File: src/rtl/usbd_hid_report_responder.sv
// usbd_hid_report_responder
// Transaction engine for one interrupt IN endpoint of a low/full-speed USB HID
// device. It decodes IN tokens arriving from a byte-level PHY/SIE and answers
// with DATA0/DATA1 + report + CRC16, or NAK. The host ACK drives the data toggle.
module usbd_hid_report_responder #(
  parameter int C_report_length = 8,
  parameter int C_endpoint      = 1,
  parameter int C_ack_timeout   = 255
) (
  input  logic                         clk,
  input  logic                         bus_reset,
  input  logic [6:0]                   dev_addr,
  input  logic [C_report_length*8-1:0] report,
  input  logic                         report_strobe,
  input  logic [7:0]                   rx_data,
  input  logic                         rx_valid,
  input  logic                         rx_active,
  input  logic                         rx_error,
  output logic [7:0]                   tx_data,
  output logic                         tx_valid,
  output logic                         tx_last,
  input  logic                         tx_ready,
  output logic                         toggle,
  output logic                         pending,
  output logic                         sent
);

  localparam int W_IDX = (C_report_length > 1) ? $clog2(C_report_length) : 1;
  localparam int W_CNT = (C_ack_timeout > 0) ? $clog2(C_ack_timeout + 1) : 1;
  localparam logic [W_IDX-1:0] C_LAST_IDX = W_IDX'(C_report_length - 1);
  localparam logic [W_CNT-1:0] C_CNT_LOAD = W_CNT'(C_ack_timeout);
  localparam logic [3:0]       C_EP       = 4'(C_endpoint);

  localparam logic [7:0] C_PID_IN    = 8'h69;
  localparam logic [7:0] C_PID_DATA0 = 8'hC3;
  localparam logic [7:0] C_PID_DATA1 = 8'h4B;
  localparam logic [7:0] C_PID_ACK   = 8'hD2;
  localparam logic [7:0] C_PID_NAK   = 8'h5A;

  // The PID byte is evaluated directly in IDLE, so TOK1 already means
  // "valid IN PID seen, waiting for the first token byte".
  typedef enum logic [3:0] {
    S_IDLE,
    S_TOK1,
    S_TOK2,
    S_TOK_END,
    S_SKIP,
    S_TX_PID,
    S_TX_DATA,
    S_TX_CRCL,
    S_TX_CRCH,
    S_TX_HS,
    S_WAIT_ACK,
    S_ACK_END
  } state_t;

  state_t                       r_state;
  state_t                       w_state_next;
  logic [7:0]                   r_b1;
  logic [7:0]                   r_b2;
  logic [C_report_length*8-1:0] r_stage;
  logic                         r_staged;
  logic [C_report_length*8-1:0] r_active;
  logic                         r_pending;
  logic                         r_toggle;
  logic [W_IDX-1:0]             r_idx;
  logic [15:0]                  r_crc;
  logic [W_CNT-1:0]             r_cnt;

  logic                         w_ack_done;
  logic                         w_copy;
  logic                         w_tok_ok;
  logic [4:0]                   w_crc5;
  logic [4:0]                   w_crc5_field;
  logic [7:0]                   w_byte;
  logic [7:0]                   w_bytes [C_report_length];

  // CRC5 over the 11 token bits, LSB first, poly x^5+x^2+1, init all ones.
  function automatic logic [4:0] f_crc5(input logic [10:0] d);
    logic [4:0] c;
    logic       fb;
    c = 5'h1F;
    for (int i = 0; i < 11; i++) begin
      fb = c[4] ^ d[i];
      c  = {c[3:0], 1'b0};
      if (fb) c = c ^ 5'b00101;
    end
    return c;
  endfunction

  // Reflected CRC16 (0xA001) advanced by one byte, LSB first.
  function automatic logic [15:0] f_crc16(input logic [15:0] c_in, input logic [7:0] d);
    logic [15:0] c;
    c = c_in;
    for (int i = 0; i < 8; i++) begin
      if (c[0] ^ d[i]) c = (c >> 1) ^ 16'hA001;
      else             c = c >> 1;
    end
    return c;
  endfunction

  // Split the active buffer into addressable payload bytes.
  genvar gi;
  generate
    for (gi = 0; gi < C_report_length; gi++) begin : g_byte
      assign w_bytes[gi] = r_active[gi*8 +: 8];
    end
  endgenerate

  assign w_byte = w_bytes[r_idx];

  // The CRC field travels MSB first in b2[3..7], so b2[3] carries ~crc[4].
  assign w_crc5       = f_crc5({r_b2[2:0], r_b1[7], r_b1[6:0]});
  assign w_crc5_field = ~{r_b2[3], r_b2[4], r_b2[5], r_b2[6], r_b2[7]};
  assign w_tok_ok     = (w_crc5 == w_crc5_field) &&
                        (r_b1[6:0] == dev_addr) &&
                        ({r_b2[2:0], r_b1[7]} == C_EP);

  // Staging moves to the active buffer only in a quiet IDLE cycle; a strobe
  // in the same cycle wins and the copy waits one more cycle.
  assign w_copy = (r_state == S_IDLE) && !r_pending && r_staged && !report_strobe;

  assign toggle  = r_toggle;
  assign pending = r_pending;
  assign sent    = w_ack_done;

  // Next-state decode for token reception, response and handshake wait.
  always_comb begin
    w_state_next = r_state;
    w_ack_done   = 1'b0;
    case (r_state)
      S_IDLE: begin
        if (rx_active && rx_error) begin
          w_state_next = S_SKIP;
        end else if (rx_active && rx_valid) begin
          if (rx_data[7:4] != ~rx_data[3:0]) w_state_next = S_SKIP;
          else if (rx_data == C_PID_IN)      w_state_next = S_TOK1;
          else                               w_state_next = S_SKIP;
        end
      end
      S_TOK1: begin
        if (rx_error)        w_state_next = S_SKIP;
        else if (rx_valid)   w_state_next = S_TOK2;
        else if (!rx_active) w_state_next = S_IDLE;
      end
      S_TOK2: begin
        if (rx_error)        w_state_next = S_SKIP;
        else if (rx_valid)   w_state_next = S_TOK_END;
        else if (!rx_active) w_state_next = S_IDLE;
      end
      S_TOK_END: begin
        if (rx_error || rx_valid) begin
          w_state_next = S_SKIP;
        end else if (!rx_active) begin
          if (!w_tok_ok)      w_state_next = S_IDLE;
          else if (r_pending) w_state_next = S_TX_PID;
          else                w_state_next = S_TX_HS;
        end
      end
      S_SKIP: begin
        if (!rx_active) w_state_next = S_IDLE;
      end
      S_TX_PID: begin
        if (tx_ready) w_state_next = S_TX_DATA;
      end
      S_TX_DATA: begin
        if (tx_ready && (r_idx == C_LAST_IDX)) w_state_next = S_TX_CRCL;
      end
      S_TX_CRCL: begin
        if (tx_ready) w_state_next = S_TX_CRCH;
      end
      S_TX_CRCH: begin
        if (tx_ready) w_state_next = S_WAIT_ACK;
      end
      S_TX_HS: begin
        if (tx_ready) w_state_next = S_IDLE;
      end
      S_WAIT_ACK: begin
        if (rx_active && rx_error) begin
          w_state_next = S_SKIP;
        end else if (rx_active && rx_valid) begin
          w_state_next = (rx_data == C_PID_ACK) ? S_ACK_END : S_SKIP;
        end else if (!rx_active && (r_cnt <= W_CNT'(1))) begin
          w_state_next = S_IDLE;
        end
      end
      S_ACK_END: begin
        if (rx_error || rx_valid) begin
          w_state_next = S_SKIP;
        end else if (!rx_active) begin
          w_state_next = S_IDLE;
          w_ack_done   = 1'b1;
        end
      end
      default: w_state_next = S_IDLE;
    endcase
  end

  // Transmit byte mux; data stays stable for as long as the state holds.
  always_comb begin
    tx_valid = 1'b0;
    tx_last  = 1'b0;
    tx_data  = 8'h00;
    case (r_state)
      S_TX_PID: begin
        tx_valid = 1'b1;
        tx_data  = r_toggle ? C_PID_DATA1 : C_PID_DATA0;
      end
      S_TX_DATA: begin
        tx_valid = 1'b1;
        tx_data  = w_byte;
      end
      S_TX_CRCL: begin
        tx_valid = 1'b1;
        tx_data  = ~r_crc[7:0];
      end
      S_TX_CRCH: begin
        tx_valid = 1'b1;
        tx_last  = 1'b1;
        tx_data  = ~r_crc[15:8];
      end
      S_TX_HS: begin
        tx_valid = 1'b1;
        tx_last  = 1'b1;
        tx_data  = C_PID_NAK;
      end
      default: begin
        tx_valid = 1'b0;
      end
    endcase
  end

  // State register, token capture, payload counter, CRC and ACK timer.
  always_ff @(posedge clk) begin
    if (bus_reset) begin
      r_state <= S_IDLE;
      r_b1    <= 8'h00;
      r_b2    <= 8'h00;
      r_idx   <= '0;
      r_crc   <= 16'hFFFF;
      r_cnt   <= '0;
    end else begin
      r_state <= w_state_next;
      if ((r_state == S_TOK1) && rx_valid) r_b1 <= rx_data;
      if ((r_state == S_TOK2) && rx_valid) r_b2 <= rx_data;

      if (r_state == S_TX_PID) begin
        r_idx <= '0;
        r_crc <= 16'hFFFF;
      end else if ((r_state == S_TX_DATA) && tx_ready) begin
        r_idx <= r_idx + W_IDX'(1);
        r_crc <= f_crc16(r_crc, w_byte);
      end

      if ((r_state == S_TX_CRCH) && tx_ready) begin
        r_cnt <= C_CNT_LOAD;
      end else if ((r_state == S_WAIT_ACK) && !rx_active && (r_cnt != '0)) begin
        r_cnt <= r_cnt - W_CNT'(1);
      end
    end
  end

  // Report buffers, pending flag and data toggle.
  always_ff @(posedge clk) begin
    if (bus_reset) begin
      r_stage   <= '0;
      r_staged  <= 1'b0;
      r_active  <= '0;
      r_pending <= 1'b0;
      r_toggle  <= 1'b0;
    end else begin
      if (report_strobe) begin
        r_stage  <= report;
        r_staged <= 1'b1;
      end
      if (w_copy) begin
        r_active  <= r_stage;
        r_staged  <= 1'b0;
        r_pending <= 1'b1;
      end
      if (w_ack_done) begin
        r_toggle  <= ~r_toggle;
        r_pending <= 1'b0;
      end
    end
  end

endmodule

File: config.mk
export PLATFORM = sky130hd
export DESIGN_NAME = usbd_hid_report_responder
export DESIGN_NICKNAME = d
export VERILOG_FILES = /design/src/rtl/usbd_hid_report_responder.sv
export SDC_FILE = /design/constraint.sdc
export NUM_CORES = 1
export LEC_CHECK = 0
export ABC_AREA = 1
export BUFFER_PORTS_ARGS = -buffer_cell sky130_fd_sc_hd__buf_4
export CAP_MARGIN = 20
export CELL_PAD_IN_SITES_DETAIL_PLACEMENT = 0
export CELL_PAD_IN_SITES_GLOBAL_PLACEMENT = 1
export CORE_MARGIN = 5
export CORE_UTILIZATION = 45
export DETAILED_ROUTE_END_ITERATION = 8
export GPL_ROUTABILITY_DRIVEN = 0
export PLACE_DENSITY_LB_ADDON = 0.1
export SLEW_MARGIN = 10
export SYNTH_ARGS = -nofsm -noshare
export SYNTH_HDL_FRONTEND = slang
export SYNTH_SLANG_ARGS = --single-unit
File: constraint.sdc
create_clock -name clk -period 3.15 [get_ports clk]
set_clock_uncertainty 0.1 [all_clocks]
set_input_delay 0.63 -clock clk [delete_from_list [all_inputs] [get_ports clk]]
set_output_delay 0.63 -clock clk [all_outputs]
set_load 0.05 [all_outputs]
==> flow_metrics.env <==
export IMPL_status="finished clean"
export IMPL_grt_antenna_before_repair=1
export IMPL_fp_dieArea_um2=21100
export IMPL_drive_gt1_share_pct=13.0
export IMPL_hpwl_um=15300
export IMPL_syn_to_final_growth_pct=17.1
export IMPL_drcViolationCount=0
export IMPL_slowest_stage="dfxtp_1"
export IMPL_ys_top_cells_by_area="dfxtp_1, o21ai_0, nor2_1"
export IMPL_cp_max_fo=8
export IMPL_fillerInstances=1859
export IMPL_critical_path_class="reg -> out"
export IMPL_ioPinCount=99
export IMPL_ant_nets=0
export IMPL_wirelength_um=21200
export IMPL_firstDrtPassIters=5
export IMPL_hold_viol_final=0
export IMPL_register_area_um2=3560
export IMPL_seq_area_frac_synth_pct=43.3
export IMPL_routedWlPerCell_um=14.1
export IMPL_whs_ns=0.317
export IMPL_fin_cells=1509
export IMPL_synth_cell_types=41
export IMPL_clk_latency_ns=0.43
export IMPL_power_mw=5.02
export IMPL_slowest_delay_ns=0.52
export IMPL_rows=49
export IMPL_yosys_area_top_type="dfxtp_1"
export IMPL_worstPathRequired_ns=2.42
export IMPL_start_util_pct=45.9
export IMPL_worstReg2RegStart="r_state[1]"
export IMPL_tritoncts="done"
export IMPL_p_switching_mw=1.28
export IMPL_insertedDiodeCount=0
export IMPL_ir_drop_mv=0.363
export IMPL_ys_warn_count=0
export IMPL_cap_violations=0
export IMPL_die_y_um=145
export IMPL_cp_top_family="simple AND/OR/NAND/NOR gates"
export IMPL_synthesis_area_um2=8240
export IMPL_internal_power_mw=3.75
export IMPL_grt_overflow=0
export IMPL_hold_path_startpoint="report[33]"
export IMPL_setup_viol=0
export IMPL_synth_nets=1294
export IMPL_dp_cells=1478
export IMPL_arrival_ns=2.26
export IMPL_grtUsageTotal_pct=19.8
export IMPL_grt_pass1_vias=7305
export IMPL_synth_seq_cells=178
export IMPL_syn_avg_cell_area_um2=6.85
export IMPL_finalNetCount=1359
export IMPL_cts_made_buffers=17
export IMPL_regToRegEndpoint="r_state[1]"
export IMPL_multi_input_area_um2=3980
export IMPL_ff2ff_path_depth=9
export IMPL_hold_path_class="in -> reg"
export IMPL_synthCells=1203
export IMPL_grt_pass1_wl_um=35300
export IMPL_startpoint_type="flop"
export IMPL_setup_worst_path_end_class="output port"
export IMPL_final_period_utilization_pct=95.0
export IMPL_setup_tns_final_ns=0
export IMPL_coreArea_um2=18000
export IMPL_dr_first_iter_drc_count=488
export IMPL_p_per_area_nw_per_um2=521
export IMPL_hold_depth=3
export IMPL_vias_per_cell=5.13
export IMPL_ff2ff_setup_slack_ns=0.68
export IMPL_critical_path_buf_inv_count=2
export IMPL_worst_pin_slew_ns=0.747
export IMPL_relSlewSlack_pct=50.2
export IMPL_min_to="r_stage[33]"
export IMPL_clk_path_buf_depth=2
export IMPL_pwr_share_seq_pct=48.3
export IMPL_port_buffers=98
export IMPL_cts_sinks=178
export IMPL_die_w_um=145
export IMPL_ctsHoldBuffers=0
export IMPL_swShare_pct=25.4
export IMPL_max_clock_freq_mhz=334
export IMPL_min_period_ns=2.99
export IMPL_power_share_clock_pct=41.4
export IMPL_grt_start_max_net_pins=131
export IMPL_grt_setup_unrepaired="no"
export IMPL_finalMaxSlewViolations=0
export IMPL_power_leakage_nw=4.16
export IMPL_clkSlewWorstSetupHoldPaths_ns=0.07
export IMPL_synth_top_area_share_pct=43.3
export IMPL_comb_power_share_pct=10.3
export IMPL_h_tree_depth=4
export IMPL_path_cells="nand2_1, nor2_2, inv_1, o22ai_1, nor3_1, o21ai_0, buf_4"
export IMPL_postLayoutCoreUtil_pct=53.7
export IMPL_num_vias=7741
export IMPL_root_buffer="clkbuf_16"
## how the worst max path moves through the flow
stage	end	depth (start not counted)	startpoint	slack [ns]
global placement	tx_data[6]	7	r_state[1]	0.37
global route	tx_data[6]	9	r_state[2]	0.01
floorplan	tx_data[6]	6	r_idx[0]	0.28
CTS	tx_data[6]	6	r_idx[1]	0.06
finish	tx_data[6]	7	r_state[1]	0.16
detailed placement	tx_data[6]	9	r_state[2]	0.39
## cell families (layout without fill, tap and decap cells)
group / count (synthesis) / after routing / share of synthesized area (%)
and+or+nand+nor: 522 / 522 / 26.2
AOI/OAI and AO/OA: 301 / 301 / 19.0
DFF: 178 / 178 / 43.3
buffers and inverters: 175 / 252 / 8.48
xor gates and xnor gates: 22 / 22 / 2.34
adders and majority gates: 5 / 5 / 0.760
## layout by cell type, fill, tap and decap left out, drive strengths merged, types with 2 or more instances in the layout
cell	count
nor4	3
o221ai	5
or2	6
bufinv	2
nand4	7
nand3	68
inv	115
a21oi	102
dfxtp	178
nor3	10
o211ai	5
ha	5
nor2	239
o21ai	180
xnor2	13
clkinv	5
xor2	9
nand2	187
buf	109
a211oi	2
o22ai	3
clkbuf	20
## Yosys cell counts (all sizes together)
cell,number
nor2,239
nand2,187
o21ai,180
dfxtp,178
inv,111
a21oi,102
nand3,68
clkbuf,50
buf,13
xnor2,13
nor3,10
xor2,9
nand4,7
or2,6
ha,5
o211ai,5
o221ai,5
nor4,3
o22ai,3
a211oi,2
a2111oi,1
a221oi,1
and3,1
clkinv,1
nand3b,1
o2111ai,1
o31ai,1
## worst register-to-register path, delay by kind of cell (launching register included)
kind | cells | cell delay (ns)
DFF | 1 | 0.52
AOI/OAI and AO/OA | 5 | 1.03
and+or+nand+nor | 3 | 0.61
buffers and inverters | 1 | 0.10
## power groups by stage
stage / Combinational [mW] / Sequential [mW] / Clock [mW]
floorplan: 0.332 / 2.46 / 0
global placement: 0.518 / 2.47 / 0
detailed placement: 0.520 / 2.48 / 0
CTS: 0.525 / 2.43 / 2.13
global route: 0.603 / 2.44 / 2.22
finish: 0.517 / 2.43 / 2.08
## flip-flops by register name, indices dropped and copies added (netlist names)
name and flops:
pending 1, r_active 64, r_b1 8, r_b2 8, r_cnt 8, r_crc 16, r_idx 3, r_stage 64
r_staged 1, r_state 4, toggle 1
## per-layer routing
metal | up-vias | GRT usage, % | part of all wire (%)
met5 | - | 0 | 0.061
met4 | 2 | 7.60 | 2.4
met1 | 3481 | 25.8 | 47
met2 | 173 | 32.3 | 46
li1 | 4042 | - | -
met3 | 43 | 4.18 | 4.6
## area by class of cell
cell class / instances / area share [%]
Multi-Input combinational cell: 850 / 41.2
Sequential cell: 178 / 36.9
Timing Repair Buffer: 109 / 8.61
Clock buffer: 20 / 4.53
Inverter: 112 / 4.38
Tap cell: 229 / 2.97
Clock inverter: 11 / 1.34
## per-stage QoR
stage | cell area [um2] | setup WS [ns]
floorplan | 8240 | 0.281
global placement | 9080 | 0.372
detailed placement | 9080 | 0.392
CTS | 9650 | 0.0569
global route | 9650 | 0.0113
finish | 9650 | 0.158
## what timing repair did
action / 4_1_cts / 5_1_grt
buffers inserted: 0 / 0
gates resized for setup: 1 / 1
pin swaps: 0 / 0
setup endpoints to repair: 1 / 4
Power figures use the tool's default switching activity.
